===== src/rtl/fmr_pkg.sv =====
// Shared types and helpers for the five-way redundant voting controller.
package fmr_pkg;

  localparam int N_REPL     = 5;
  localparam int THRESH_DEF = 4;

  typedef enum logic [1:0] {
    IDLE   = 2'd0,
    VOTE   = 2'd1,
    UPDATE = 2'd2
  } state_e;

  function automatic logic [2:0] popcount5(input logic [N_REPL-1:0] v);
    logic [2:0] c;
    c = 3'd0;
    for (int i = 0; i < N_REPL; i++) begin
      c = c + {2'b00, v[i]};
    end
    return c;
  endfunction

endpackage


===== src/rtl/fmr_masked_majority.sv =====
// Combinational bitwise majority over the healthy (unmasked) replicas.
// tie_o flags any bit without a strict majority, which also covers h==0.
module fmr_masked_majority
  import fmr_pkg::*;
#(
  parameter int W = 1
) (
  input  logic [N_REPL*W-1:0] g_i,
  input  logic [N_REPL-1:0]   fail_mask_i,
  output logic [W-1:0]        vote_o,
  output logic                tie_o
);

  logic [2:0]        h_s;
  logic [2:0]        ones_s;
  logic [3:0]        dbl_s;
  logic [N_REPL-1:0] col_s;

  // Per-bit count of healthy ones compared against half the healthy population
  always_comb begin
    h_s    = popcount5(~fail_mask_i);
    vote_o = '0;
    tie_o  = 1'b0;
    col_s  = '0;
    ones_s = 3'd0;
    dbl_s  = 4'd0;
    for (int b = 0; b < W; b++) begin
      for (int i = 0; i < N_REPL; i++) begin
        col_s[i] = g_i[i*W + b] & ~fail_mask_i[i];
      end
      ones_s = popcount5(col_s);
      dbl_s  = {ones_s, 1'b0};
      if (dbl_s > {1'b0, h_s}) begin
        vote_o[b] = 1'b1;
      end else if (dbl_s == {1'b0, h_s}) begin
        tie_o = 1'b1;
      end else begin
        vote_o[b] = 1'b0;
      end
    end
  end

endmodule


===== src/rtl/fmr_vote_ctrl.sv =====
// FMR voting sequencer: capture, masked vote, mismatch tracking and retirement.
// Optional FMR_DISAGREE_COUNT_EN adds a saturating disagreement counter output.
module fmr_vote_ctrl
  import fmr_pkg::*;
#(
  parameter int W      = 1,
  parameter int THRESH = THRESH_DEF,
  parameter int CNT_W  = 3
) (
  input  logic                clk,
  input  logic                rst,
  input  logic                in_valid,
  output logic                in_ready,
  input  logic [N_REPL*W-1:0] g,
  input  logic                clear_fail,
  output logic                vote_valid,
  output logic [W-1:0]        vote_out,
  output logic                vote_ok,
  output logic [N_REPL-1:0]   fail_mask,
  output logic                alarm
`ifdef FMR_DISAGREE_COUNT_EN
  ,
  output logic [15:0]         disagree_cnt
`endif
);

  localparam logic [CNT_W-1:0] THRESH_C = CNT_W'(THRESH);
  localparam logic [CNT_W-1:0] ONE_C    = CNT_W'(1);

  state_e                state_q, state_d;
  logic                  in_ready_q, in_ready_d;
  logic [N_REPL*W-1:0]   cap_q, cap_d;
  logic [W-1:0]          vote_out_q, vote_out_d;
  logic                  vote_ok_q, vote_ok_d;
  logic                  vote_valid_q, vote_valid_d;
  logic [N_REPL-1:0]     fail_mask_q, fail_mask_d;
  logic [CNT_W-1:0]      cnt_q [N_REPL];
  logic [CNT_W-1:0]      cnt_d [N_REPL];
  logic [CNT_W-1:0]      cnt_inc_s [N_REPL];
  logic [N_REPL-1:0]     mis_s;
  logic [W-1:0]          maj_s;
  logic                  tie_s;

  fmr_masked_majority #(.W(W)) u_maj (
    .g_i         (cap_q),
    .fail_mask_i (fail_mask_q),
    .vote_o      (maj_s),
    .tie_o       (tie_s)
  );

  // Healthy replicas whose captured value differs from the registered vote
  always_comb begin
    mis_s = '0;
    for (int i = 0; i < N_REPL; i++) begin
      mis_s[i]     = ~fail_mask_q[i] & (cap_q[i*W +: W] != vote_out_q);
      cnt_inc_s[i] = cnt_q[i] + ONE_C;
    end
  end

  // Next-state for the sequencer, vote registers and fault bookkeeping
  always_comb begin
    state_d      = state_q;
    in_ready_d   = in_ready_q;
    cap_d        = cap_q;
    vote_out_d   = vote_out_q;
    vote_ok_d    = vote_ok_q;
    vote_valid_d = 1'b0;
    fail_mask_d  = fail_mask_q;
    cnt_d        = cnt_q;
    case (state_q)
      IDLE: begin
        if (in_valid) begin
          cap_d      = g;
          state_d    = VOTE;
          in_ready_d = 1'b0;
        end else begin
          in_ready_d = 1'b1;
        end
      end
      VOTE: begin
        vote_out_d   = maj_s;
        vote_ok_d    = ~tie_s;
        vote_valid_d = 1'b1;
        state_d      = UPDATE;
      end
      UPDATE: begin
        state_d    = IDLE;
        in_ready_d = 1'b1;
        // A vote without a clear majority gives no trustworthy reference
        if (vote_ok_q) begin
          for (int i = 0; i < N_REPL; i++) begin
            if (fail_mask_q[i]) begin
              cnt_d[i] = cnt_q[i];
            end else if (mis_s[i]) begin
              cnt_d[i] = cnt_inc_s[i];
              if (cnt_inc_s[i] == THRESH_C) begin
                fail_mask_d[i] = 1'b1;
              end else begin
                fail_mask_d[i] = fail_mask_q[i];
              end
            end else begin
              cnt_d[i] = '0;
            end
          end
        end else begin
          cnt_d = cnt_q;
        end
      end
      default: begin
        state_d    = IDLE;
        in_ready_d = 1'b1;
      end
    endcase
    if (clear_fail) begin
      fail_mask_d = '0;
      for (int i = 0; i < N_REPL; i++) begin
        cnt_d[i] = '0;
      end
    end else begin
      fail_mask_d = fail_mask_d;
    end
  end

  // Sequencer, capture, vote and fault-state registers
  always_ff @(posedge clk or posedge rst) begin
    if (rst) begin
      state_q      <= IDLE;
      in_ready_q   <= 1'b1;
      cap_q        <= '0;
      vote_out_q   <= '0;
      vote_ok_q    <= 1'b0;
      vote_valid_q <= 1'b0;
      fail_mask_q  <= '0;
      cnt_q        <= '{default: '0};
    end else begin
      state_q      <= state_d;
      in_ready_q   <= in_ready_d;
      cap_q        <= cap_d;
      vote_out_q   <= vote_out_d;
      vote_ok_q    <= vote_ok_d;
      vote_valid_q <= vote_valid_d;
      fail_mask_q  <= fail_mask_d;
      cnt_q        <= cnt_d;
    end
  end

`ifdef FMR_DISAGREE_COUNT_EN
  logic [15:0] dis_q, dis_d;

  // Saturating count of published votes that were not unanimous among healthy replicas
  always_comb begin
    dis_d = dis_q;
    if (clear_fail) begin
      dis_d = 16'd0;
    end else if ((state_q == UPDATE) && (!vote_ok_q || (|mis_s))) begin
      if (dis_q != 16'hFFFF) begin
        dis_d = dis_q + 16'd1;
      end else begin
        dis_d = dis_q;
      end
    end else begin
      dis_d = dis_q;
    end
  end

  // Disagreement counter register
  always_ff @(posedge clk or posedge rst) begin
    if (rst) begin
      dis_q <= 16'd0;
    end else begin
      dis_q <= dis_d;
    end
  end

  assign disagree_cnt = dis_q;
`endif

  assign in_ready   = in_ready_q;
  assign vote_valid = vote_valid_q;
  assign vote_out   = vote_out_q;
  assign vote_ok    = vote_ok_q;
  assign fail_mask  = fail_mask_q;
  assign alarm      = (popcount5(~fail_mask_q) < 3'd3);

endmodule


===== config.mk =====
export PLATFORM = sky130hd
export DESIGN_NAME = fmr_vote_ctrl
export DESIGN_NICKNAME = d
export VERILOG_FILES = /design/src/rtl/fmr_pkg.sv /design/src/rtl/fmr_masked_majority.sv /design/src/rtl/fmr_vote_ctrl.sv
export SDC_FILE = /design/constraint.sdc
export NUM_CORES = 1
export LEC_CHECK = 0
export BUFFER_PORTS_ARGS = -buffer_cell sky130_fd_sc_hd__buf_2
export CAP_MARGIN = 40
export CORE_ASPECT_RATIO = 1.4
export CORE_MARGIN = 2
export CORE_UTILIZATION = 40
export DETAILED_ROUTE_END_ITERATION = 8
export GPL_ROUTABILITY_DRIVEN = 0
export SLEW_MARGIN = 20
export SYNTH_ARGS = -nofsm -noshare
export SYNTH_HDL_FRONTEND = slang
export SYNTH_SLANG_ARGS = --single-unit

===== constraint.sdc =====
create_clock -name clk -period 2.5 [get_ports clk]
set_input_delay 0.375 -clock clk [delete_from_list [all_inputs] [get_ports clk]]
set_output_delay 0.375 -clock clk [all_outputs]
set_load 0.02 [all_outputs]

==> results by group <==
Outcome
  – Status: finished, violations left
  – Failing checks: negative setup slack

Synth
  – Distinct cells, synth: 29
  – Asr flop ratio synth: 100%
  – Cell taking the most area after synthesis: dfrtp_1
  – Cells after synthesis: 164
  – EDFF count, synth: 0
  – Synth area leaders: dfrtp_1 43%, ha_1 11%, fa_1 4.6%
  – Top-count cell post-synth: dfrtp_1
  – Synth Flop Type: dfrtp_1
  – Yosys reg bits: 31
  – Syn nets: 192
  – Sequential share of the synthesized area: 44.5%
  – Synth warnings: 0
  – Post-synthesis cell area: 1750 sq um
  – Most frequent cells after synthesis: 30 x dfrtp_1, 19 x inv_1, 15 x a21oi_1, 15 x ha_1, 13 x nand3_1
  – Synthesized area per cell: 10.6 sq um
  – Synth top area share: 43.0%

Timing
  – Final Hold Fails: 0
  – Slew @ Worst Pin: 0.446 ns
  – Fin crit share: 106%
  – FMAX: 377 MHz
  – WHS: 0.160 ns
  – RSZ-0062 raised after global routing: yes
  – Minimum clock period: 2.65 ns
  – Setup ws final: -0.154 ns
  – Setup_tns: -0.397 ns
  – Max-slew headroom: 70.3%
  – Layout Skew: 0.0100 ns
  – Fin. max-slew vios: 0
  – Setup violators final: 3

Worst setup path
  – Max incr delay on CP: 0.49 ns
  – Critical path buffers and inverters: 4
  – CP required: 2.65 ns
  – R2r startpoint: cap_q[1]$_DFFE_PP0P_
  – CP Max Fanout: 2
  – Critical path type: reg -> reg
  – Startpoint Class: flip-flop
  – Crit-path slowest cell: fa_1
  – Crit end category: flip-flop
  – CP most frequent cell: inv_2
  – CP cell instances: nor2b_4, ha_4, inv_2, fa_1, inv_1, ha_2, inv_2, fa_1, inv_2, ha_4, a21o_1, o21ai_2, a31oi_1
  – Largest delay share family, worst path: adder cells
  – CP Launch Point: cap_q[1]$_DFFE_PP0P_
  – Crit path DAT: 2.81 ns

Route
  – Routed WL: 3.79 mm
  – Post-Route M1 WL: 1.53 mm
  – Initial DRC count: 27
  – Initial DRT Pass Iterations: 4
  – Vias: 1,309
  – Post-route ant nets: 0
  – Via-to-Cell Ratio: 5.48
  – Routed wire length on met3: 141 um
  – WL met2: 2.05 mm
  – Per-cell routed wire length: 15.8 um
  – Top Layer Used: met4
  – # DRC: 0

Final layout
  – # diodes: 0
  – Final instance area: 2090 sq um
  – Fraction of layout cells with a size suffix above 1: 33.0%
  – Fin nets: 221
  – Area delta synth->final: 19.9%
  – Post-route non-filler standard cell count: 239

GRT
  – Pin count of the biggest net entering global routing: 32
  – Vias in the first global route: 1,399
  – First-pass GRT wire length: 6.43 mm
  – GR Util All Layers: 17.9%
  – Initial antenna violation count: 0
  – Overflow after GRT: 0

Floorplan
  – Die area: 4920 sq um
  – IO Count: 19
  – Die W: 59.8 um
  – Die Y: 82.2 um
  – Core box area: 4200 sq um
  – Starting density of the core: 41.5%
  – Row cnt: 28

Power and ir drop
  – Pwr/cell area: 761 nW/um^2
  – LEAKAGE: 0.000951 uW
  – Max VDD drop: 0.587 mV

Clock network
  – Max clock buf depth: 2
  – H-tree levels: 2
  – Reg clk slew, reported paths: 0.07 ns
  – CTS tree: yes
  – Clk_lat worst skew: 0.29 ns
  – CTS Buf Count: 5
  – Root Buffer: clkbuf_8
  – CTS Sinks: 31

Placed design
  – Cells after DPL: 230
  – Final HPWL DP: 2.78 mm
  – IO Port Bufs: 18
  – DP Area: 1930 sq um

Flow run
  – Max cap viols: 0

Hold path
  – Worst hold path class: in -> async
==> layer usage <==
metal	track usage (%)	up-vias
li1	-	622
met1	21.0	657
met2	31.1	25
met3	4.36	5
met4	6.67	0
met5	0	-
==> final timing paths <==
kind	end	slack [ns]	cells after the start
hold reg to reg	in_ready$_DFFE_PP1N_	0.46	2
max in group asynchronous	in_ready$_DFFE_PP1N_	2.02	3
min in group clk	cap_q[3]$_DFFE_PP0P_	0.31	2
setup reg to reg	vote_out$_DFFE_PP0P_	-0.15	13
hold / removal	fail_mask[3]$_DFFE_PP0P_	0.16	3
setup / recovery	vote_out$_DFFE_PP0P_	-0.15	13
==> per-stage QoR <==
| step | power [uW] | setup WS (ns) | utilization (%) |
|---|---|---|---|
| 6_report | 1590 | -0.154 | 49.8 |
| 5_1_grt | 1710 | -0.271 | 49.8 |
| 4_1_cts | 1580 | -0.210 | 49.6 |
| 3_5_place_dp | 1120 | -0.289 | 45.8 |
| 3_3_place_gp | 1090 | -0.234 | 45.8 |
| 2_1_floorplan | 999 | -0.203 | - |
==> logic make-up (layout without fill, tap and decap cells) <==
logic type / count (synthesis) / count (layout) / share of synthesized area (%)
compound gates: 34 / 34 / 11.2
xor+xnor: 5 / 5 / 2.51
flops: 31 / 31 / 44.5
fa+ha+maj: 19 / 19 / 15.3
simple gates: 44 / 44 / 16.7
mux: 5 / 5 / 3.23
buf+inv: 26 / 56 / 6.52
==> state kept, by name (all words and copies together), names as in the netlist <==
signal,count
vote_ok,1
vote_valid,1
fail_mask,5
in_ready,1
state_q,2
cnt_q,15
vote_out,1
cap_q,5
==> worst reg2reg max path, stage by stage (launching register included) <==
cell and delay, ns:
dfrtp_1 0.38, nor2b_4 0.13, ha_4 0.25, inv_2 0.03
fa_1 0.42, inv_1 0.07, ha_2 0.17, inv_2 0.03
fa_1 0.49, inv_2 0.05, ha_4 0.21, a21o_1 0.16
o21ai_2 0.05, a31oi_1 0.08
==> layout by cell type (no fill, tap or decap), types with 4 or more instances in the layout <==
master / n
o31ai_1: 5
inv_2: 5
xor2_1: 5
nor2_1: 6
nand3_1: 13
inv_1: 14
o21ai_0: 8
buf_4: 10
nand3b_1: 4
nand2_1: 4
ha_1: 11
dfrtp_1: 28
a21oi_1: 14
buf_2: 17
mux2_2: 5
clkbuf_8: 5
==> repair_timing <==
action / CTS / global route
pin swaps: 9 / 6
hold buffers: 0 / 0
endpoints found under the setup margin: 3 / 3
gates resized for setup: 16 / 2
setup buffers: 1 / 0
==> cell type report <==
cell class,instances,area (sq um)
fill,416,2110
multi-input combinational,107,922
sequential,31,779
timing repair buffer,29,183
clock buffer,7,76.3
inverter,19,71.3
tap,45,56.3
clock inverter,1,5.00
==> where the power goes <==
| group | switching (uW) | total (uW) | internal (uW) |
|---|---|---|---|
| clock network | 191 | 386 | 195 |
| registers | 69.0 | 625 | 556 |
| logic | 317 | 581 | 265 |
| total | 577 | 1590 | 1020 |
Note: power is estimated with default switching activity, not from simulation.
